===== src/rtl/apb_master.sv =====
// Single-outstanding APB master: valid/ready command in, one response pulse out.
// Includes a wait-state timeout and a saturating error counter.
module apb_master #(
    parameter int unsigned ADDR_W  = 32,
    parameter int unsigned DATA_W  = 32,
    parameter int unsigned TIMEOUT = 16
) (
    input  logic              pclk,
    input  logic              presetn,
    // command side
    input  logic              cmd_valid,
    output logic              cmd_ready,
    input  logic              cmd_write,
    input  logic [ADDR_W-1:0] cmd_addr,
    input  logic [DATA_W-1:0] cmd_wdata,
    // response side
    output logic              rsp_valid,
    output logic [DATA_W-1:0] rsp_rdata,
    output logic              rsp_err,
    output logic              rsp_timeout,
    output logic [15:0]       err_count,
    // APB side
    output logic              psel,
    output logic              penable,
    output logic              pwrite,
    output logic [ADDR_W-1:0] paddr,
    output logic [DATA_W-1:0] pwdata,
    input  logic [DATA_W-1:0] prdata,
    input  logic              pready,
    input  logic              pslverr
);

    localparam int unsigned CNT_W   = (TIMEOUT > 0) ? $clog2(TIMEOUT + 1) : 1;
    localparam int unsigned TO_LAST = (TIMEOUT > 0) ? TIMEOUT - 1 : 0;
    localparam bit          TO_EN   = (TIMEOUT != 0);
    localparam int unsigned ERR_W   = 16;

    localparam logic [1:0] IDLE   = 2'd0;
    localparam logic [1:0] SETUP  = 2'd1;
    localparam logic [1:0] ACCESS = 2'd2;

    logic [1:0]        state, state_nxt;
    logic [CNT_W-1:0]  wait_cnt, wait_cnt_nxt;
    logic              cmd_ready_nxt;
    logic              psel_nxt, penable_nxt, pwrite_nxt;
    logic [ADDR_W-1:0] paddr_nxt;
    logic [DATA_W-1:0] pwdata_nxt;
    logic              rsp_valid_nxt, rsp_err_nxt, rsp_timeout_nxt;
    logic [DATA_W-1:0] rsp_rdata_nxt;
    logic [ERR_W-1:0]  err_count_nxt;
    logic              err_inc;

    // State and every output register; reset forces IDLE with the bus quiet.
    always_ff @(posedge pclk or negedge presetn) begin
        if (!presetn) begin
            state       <= IDLE;
            wait_cnt    <= '0;
            cmd_ready   <= 1'b0;
            psel        <= 1'b0;
            penable     <= 1'b0;
            pwrite      <= 1'b0;
            paddr       <= '0;
            pwdata      <= '0;
            rsp_valid   <= 1'b0;
            rsp_rdata   <= '0;
            rsp_err     <= 1'b0;
            rsp_timeout <= 1'b0;
            err_count   <= '0;
        end else begin
            state       <= state_nxt;
            wait_cnt    <= wait_cnt_nxt;
            cmd_ready   <= cmd_ready_nxt;
            psel        <= psel_nxt;
            penable     <= penable_nxt;
            pwrite      <= pwrite_nxt;
            paddr       <= paddr_nxt;
            pwdata      <= pwdata_nxt;
            rsp_valid   <= rsp_valid_nxt;
            rsp_rdata   <= rsp_rdata_nxt;
            rsp_err     <= rsp_err_nxt;
            rsp_timeout <= rsp_timeout_nxt;
            err_count   <= err_count_nxt;
        end
    end

    // Next-state and next-output logic.
    always_comb begin
        state_nxt       = state;
        wait_cnt_nxt    = wait_cnt;
        cmd_ready_nxt   = cmd_ready;
        psel_nxt        = psel;
        penable_nxt     = penable;
        pwrite_nxt      = pwrite;
        paddr_nxt       = paddr;
        pwdata_nxt      = pwdata;
        rsp_valid_nxt   = 1'b0;
        rsp_rdata_nxt   = '0;
        rsp_err_nxt     = 1'b0;
        rsp_timeout_nxt = 1'b0;
        err_inc         = 1'b0;

        case (state)
            IDLE: begin
                cmd_ready_nxt = 1'b1;
                psel_nxt      = 1'b0;
                penable_nxt   = 1'b0;
                if (cmd_valid && cmd_ready) begin
                    state_nxt     = SETUP;
                    cmd_ready_nxt = 1'b0;
                    psel_nxt      = 1'b1;
                    pwrite_nxt    = cmd_write;
                    paddr_nxt     = cmd_addr;
                    pwdata_nxt    = cmd_wdata;
                end
            end
            SETUP: begin
                state_nxt    = ACCESS;
                penable_nxt  = 1'b1;
                wait_cnt_nxt = '0;
            end
            ACCESS: begin
                // Completion takes priority over a timeout in the same cycle.
                if (pready) begin
                    state_nxt     = IDLE;
                    cmd_ready_nxt = 1'b1;
                    psel_nxt      = 1'b0;
                    penable_nxt   = 1'b0;
                    rsp_valid_nxt = 1'b1;
                    rsp_rdata_nxt = pwrite ? '0 : prdata;
                    rsp_err_nxt   = pslverr;
                    err_inc       = pslverr;
                end else if (TO_EN && (wait_cnt == CNT_W'(TO_LAST))) begin
                    state_nxt       = IDLE;
                    cmd_ready_nxt   = 1'b1;
                    psel_nxt        = 1'b0;
                    penable_nxt     = 1'b0;
                    rsp_valid_nxt   = 1'b1;
                    rsp_err_nxt     = 1'b1;
                    rsp_timeout_nxt = 1'b1;
                    err_inc         = 1'b1;
                    wait_cnt_nxt    = wait_cnt + CNT_W'(1);
                end else begin
                    wait_cnt_nxt = wait_cnt + CNT_W'(1);
                end
            end
            default: begin
                state_nxt     = IDLE;
                cmd_ready_nxt = 1'b0;
                psel_nxt      = 1'b0;
                penable_nxt   = 1'b0;
            end
        endcase
    end

    // Saturating error counter, updated alongside the erroring response.
    always_comb begin
        err_count_nxt = err_count;
        if (err_inc && (err_count != {ERR_W{1'b1}})) begin
            err_count_nxt = err_count + ERR_W'(1);
        end
    end

endmodule


===== config.mk =====
export PLATFORM = sky130hd
export DESIGN_NAME = apb_master
export DESIGN_NICKNAME = d
export VERILOG_FILES = /design/src/rtl/apb_master.sv
export SDC_FILE = /design/constraint.sdc
export NUM_CORES = 1
export LEC_CHECK = 0
export CAP_MARGIN = 20
export CORE_MARGIN = 2
export CORE_UTILIZATION = 39
export CTS_BUF_LIST = sky130_fd_sc_hd__clkbuf_4 sky130_fd_sc_hd__clkbuf_8
export CTS_CLUSTER_DIAMETER = 120
export DETAILED_ROUTE_END_ITERATION = 10
export PLACE_DENSITY_LB_ADDON = 0.1
export SETUP_SLACK_MARGIN = 0.05
export SKIP_LAST_GASP = 1
export SLEW_MARGIN = 20
export SYNTH_ARGS = -nofsm -noshare
export SYNTH_HDL_FRONTEND = slang
export SYNTH_SLANG_ARGS = --single-unit

===== constraint.sdc =====
create_clock -name pclk -period 2 [get_ports pclk]
set_input_delay 0.2 -clock pclk [delete_from_list [all_inputs] [get_ports pclk]]
set_output_delay 0.2 -clock pclk [all_outputs]
set_load 0.02 [all_outputs]

==> results by group, run 1 <==
Critical path
  – Worst-path cell chain: ha_2 > and3_4 > ha_4 > mux2i_4 > or3b_1 > buf_6 > nor4b_4 > xor2_1
  – Kind of end point of the critical path: flop
  – Worst path buffer plus inverter count: 1
  – Start-to-end type of the worst setup path: reg2reg
  – Worst-path cell with the longest stage delay: sky130_fd_sc_hd__or3b_1
  – Maximum fanout along the worst path: 7
  – Critical path startpoint category: flop
  – Longest individual stage delay on the worst path: 0.36 ns
  – Crit path required time: between 2 and 2.5 ns
  – Reg2reg start: wait_cnt[1]
  – Family with the most delay on the worst path: simple AND/OR/NAND/NOR gates
  – Reg-to-reg setup timing slack: between 0.04 and 0.05 ns
  – Count of cells along the worst register-to-register path: 8
  – Endpoint arrival time on the critical path: ~2.3 ns
  – Crit Reg-Reg Endpoint: err_count[8]

Placed design
  – Detailed placement HPWL: 9110 microns
  – Gp weighted congestion: slightly below 0.8
  – Cells after DPL: between 700 and 800
  – Setup slack after placement: -0.00868 ns
  – PortBufs: between 200 and 250

Floorplan
  – Die Wd: between 100 and 150 microns
  – Floorplan core area: around 0.012 sq mm
  – Die span in y: around 120 microns
  – Total die area: approximately 0.013 sq mm
  – Starting Density: about two fifths
  – IO Pins: around 220
  – Site Rows: 40

STA
  – Hold Vio Cnt, Final: 0
  – Count of endpoints failing setup in the final report: 0
  – Worst setup skew after layout: around 0.0085 ns
  – Headroom to the max-slew limit: ~70%
  – Fin. max-slew vios: 0
  – Fin crit share: between 90% and 100%
  – Final min period: ~2.0 ns
  – Total Negative Setup Slacks: 0 ns
  – Final worst setup slack: 0.0411 ns
  – Transition time at the pin with the least slew margin: approximately 0.47 ns
  – Unrepaired setup endpoints after global routing: yes
  – Achievable Freq: 510 MHz

Run
  – Max capacitance violation total: 0

Layout
  – Area Overhead vs Synth: 61.8%
  – Number of standard cells in the final layout excluding fillers: between 700 and 800
  – Antenna cell count: 0
  – Filler cell count: around 950
  – End-of-flow core utilization: around two thirds
  – Fraction of final layout cells sized beyond drive strength 1: 21.5%
  – Register area: approximately 0.0032 sq mm
  – Footprint of the multi-input gates: between 0.0015 and 0.002 sq mm
  – Number of nets at the end of the flow: just under 700

Global routing
  – Remaining global-route overflow: 0
  – Gr usage total: between 15 and 20%
  – Global-route wire length before repair: a little under 20000 microns
  – Vias in the first global route: 3888
  – Initial antenna violation count: 0
  – Maximum number of pins on one net before global-route repair: 61

Routing
  – Met1 Routed Length: roughly 4600 microns
  – Sum of met2 wire segment lengths after detailed routing: 6560 microns
  – Count of antenna-violating nets left after detailed routing: 0
  – Initial DRT Pass Iterations: 4
  – Routed via count: approximately 3600
  – DRC violation count after routing: 0
  – Routed WL: approximately 13000 microns
  – Metal3 WL: between 1000 and 1500 microns
  – DR top layer: met4
  – Average routed wire per standard cell: roughly 16 microns
  – Number of vias per cell after detailed routing: roughly 4.6
  – DRC violation total after the first TritonRoute iteration: approximately 160

Synth
  – Count leader, synth: sky130_fd_sc_hd__dfrtp_1
  – Count of flip-flops with a built-in enable after synthesis: 0
  – Number of unique standard cell types used by synthesis: 36
  – Portion of the post-synthesis area used by sequential elements: between 60% and 70%
  – Post-synthesis register bit count: 126
  – Synthesized area: 0.00491 sq mm
  – Cell taking the most area after synthesis: sky130_fd_sc_hd__dfrtp_1
  – Most used standard cells in the synthesized netlist: 126 x sky130_fd_sc_hd__dfrtp_1, 66 x sky130_fd_sc_hd__mux2_2, 34 x sky130_fd_sc_hd__and2_1
  – Proportion of register bits with asynchronous set or reset after synthesis: 100%
  – Total nets after synthesis: between 400 and 500
  – Leading cell types by total area after synthesis: sky130_fd_sc_hd__dfrtp_1 64%, sky130_fd_sc_hd__mux2_2 15%, sky130_fd_sc_hd__and2_1 4.3%
  – Mean post-synth cell area: around 14 sq um
  – Synthesized instance count: 345
  – Most frequently used flop master after synthesis: sky130_fd_sc_hd__dfrtp_1
  – Warning count from the yosys run: 0
  – Post-synth top area share: roughly 64%

Clock network
  – Clock tree from TritonCTS: done
  – Cell chosen for the clock root: sky130_fd_sc_hd__clkbuf_8
  – H-tree depth: 4
  – Largest buffer count on any clock path: 2
  – Inserted Clock Buffers: 17
  – TritonCTS sink count: ~130
  – Clock transition at the registers of the reported paths: about 0.070 ns
  – Insertion delay to the later sink of the worst-skew pair: about 0.43 ns

Status
  – Result of the run: finished clean

Power
  – Worst supply voltage drop on vdd: slightly above 0.8 mV
  – Leakage component of the power: 3.37 nW
  – PD cells: 1350 mW/mm^2
  – Final Power: 0.0107 W

Min path
  – Class of the tightest hold or removal check: in2async
## worst max-delay path by stage
stage,slack (ns),startpoint,end,depth (start not counted)
6_report,0.04,wait_cnt[1],err_count[8],8
3_5_place_dp,-0.009,wait_cnt[1],err_count[1],8
5_1_grt,-0.07,wait_cnt[1],err_count[8],8
2_1_floorplan,0.04,wait_cnt[0],err_count[12],8
3_3_place_gp,0.08,wait_cnt[1],err_count[12],8
4_1_cts,0.02,wait_cnt[1],err_count[8],8
## cell families (layout without fill, tap and decap cells)
family / after synthesis / after routing / synth area share, %
flip-flops: 126 / 126 / 64.3
AND/OR/NAND/NOR: 92 / 92 / 12.0
multiplexers: 74 / 74 / 16.8
buffers and inverters: 22 / 276 / 1.91
AO/OA/AOI/OAI: 17 / 17 / 2.35
XOR/XNOR: 11 / 11 / 1.96
adder cells (fa/ha/maj): 3 / 3 / 0.765
## worst register-to-register path: cells and delay by family (launching register included)
kind | cells | cell delay (ns)
mux | 1 | 0.06
xor+xnor | 1 | 0.18
buf+inv | 1 | 0.16
simple gates | 3 | 0.79
fa+ha+maj | 2 | 0.33
flops | 1 | 0.35
## per-stage QoR
stage	hold WS, ns	area, sq um
after floorplan	-0.0956	4940
after global placement	0.184	7460
after detailed placement	0.186	7460
after CTS	0.252	7910
after global routing	0.293	7940
final	0.269	7940
## timing repair
action | CTS | global route
endpoints found under the setup margin | 6 | 7
resized for setup | 2 | 3
buffers inserted | 0 | 1
gates cloned | 0 | 0
hold buffers | 1 | 0
pin swaps | 2 | 6
endpoints found under the hold margin | 31 | 0
## per-layer routing
metal,up-vias,global-route usage [%]
li1,1668,-
met1,1760,20.5
met2,123,34.0
met3,10,10.9
met4,0,4.76
met5,-,0
## state kept, by name, summed over array words and instances (netlist names)
signal,flops
cmd_ready,1
rsp_timeout,1
paddr,32
rsp_rdata,32
rsp_err,1
state,2
wait_cnt,5
pwdata,32
rsp_valid,1
pwrite,1
psel,1
penable,1
err_count,16
## layout make-up
class | count | area share (%)
clock buffer | 24 | 3.77
clock inverter | 7 | 1.70
inverter | 5 | 0.236
multi-input combinational | 197 | 21.6
sequential | 126 | 39.7
tap | 168 | 2.65
timing repair buffer | 240 | 30.3
## power breakdown
group	total, W	switching (W)	leakage, nW	internal, W
clock	0.00240	0.000922	0.228	0.00148
sequential	0.00384	0.000453	1.58	0.00339
combinational	0.00450	0.00208	1.56	0.00243
total	0.0107	0.00345	3.37	0.00730
## layout by cell type (no fill, tap or decap), types with 2 or more instances in the layout
| cell type | n |
|---|---|
| sky130_fd_sc_hd__buf_4 | 15 |
| sky130_fd_sc_hd__inv_1 | 5 |
| sky130_fd_sc_hd__clkdlybuf4s50_1 | 219 |
| sky130_fd_sc_hd__xnor2_1 | 7 |
| sky130_fd_sc_hd__o21a_1 | 2 |
| sky130_fd_sc_hd__nor3_1 | 2 |
| sky130_fd_sc_hd__buf_12 | 4 |
| sky130_fd_sc_hd__clkinv_2 | 3 |
| sky130_fd_sc_hd__and3_1 | 6 |
| sky130_fd_sc_hd__nand4_1 | 4 |
| sky130_fd_sc_hd__nor3b_1 | 2 |
| sky130_fd_sc_hd__nand2_1 | 9 |
| sky130_fd_sc_hd__mux2_2 | 66 |
| sky130_fd_sc_hd__nor3_2 | 2 |
| sky130_fd_sc_hd__o211ai_1 | 3 |
| sky130_fd_sc_hd__nor2_1 | 9 |
| sky130_fd_sc_hd__nor2b_1 | 3 |
| sky130_fd_sc_hd__clkbuf_8 | 19 |
| sky130_fd_sc_hd__nand2b_1 | 2 |
| sky130_fd_sc_hd__clkbuf_4 | 5 |
| sky130_fd_sc_hd__mux2i_1 | 7 |
| sky130_fd_sc_hd__and4_1 | 2 |
| sky130_fd_sc_hd__nor4_4 | 2 |
| sky130_fd_sc_hd__nand3b_1 | 2 |
| sky130_fd_sc_hd__o21ai_0 | 5 |
| sky130_fd_sc_hd__and2_1 | 34 |
| sky130_fd_sc_hd__dfrtp_1 | 126 |
| sky130_fd_sc_hd__nand3_1 | 6 |
| sky130_fd_sc_hd__bufinv_16 | 4 |
| sky130_fd_sc_hd__xor2_1 | 4 |
(Power assumes the default switching activity.)
==> run 2: changes to the inputs <==
--- a/config.mk
+++ b/config.mk
@@ -13,8 +13,7 @@
 export DETAILED_ROUTE_END_ITERATION = 10
 export PLACE_DENSITY_LB_ADDON = 0.1
 export SETUP_SLACK_MARGIN = 0.05
-export SKIP_LAST_GASP = 1
-export SLEW_MARGIN = 20
+export SLEW_MARGIN = 5
 export SYNTH_ARGS = -nofsm -noshare
 export SYNTH_HDL_FRONTEND = slang
 export SYNTH_SLANG_ARGS = --single-unit
==> results of run 2 <==
The final DEF is identical to that of run 1; final timing and power are the same.
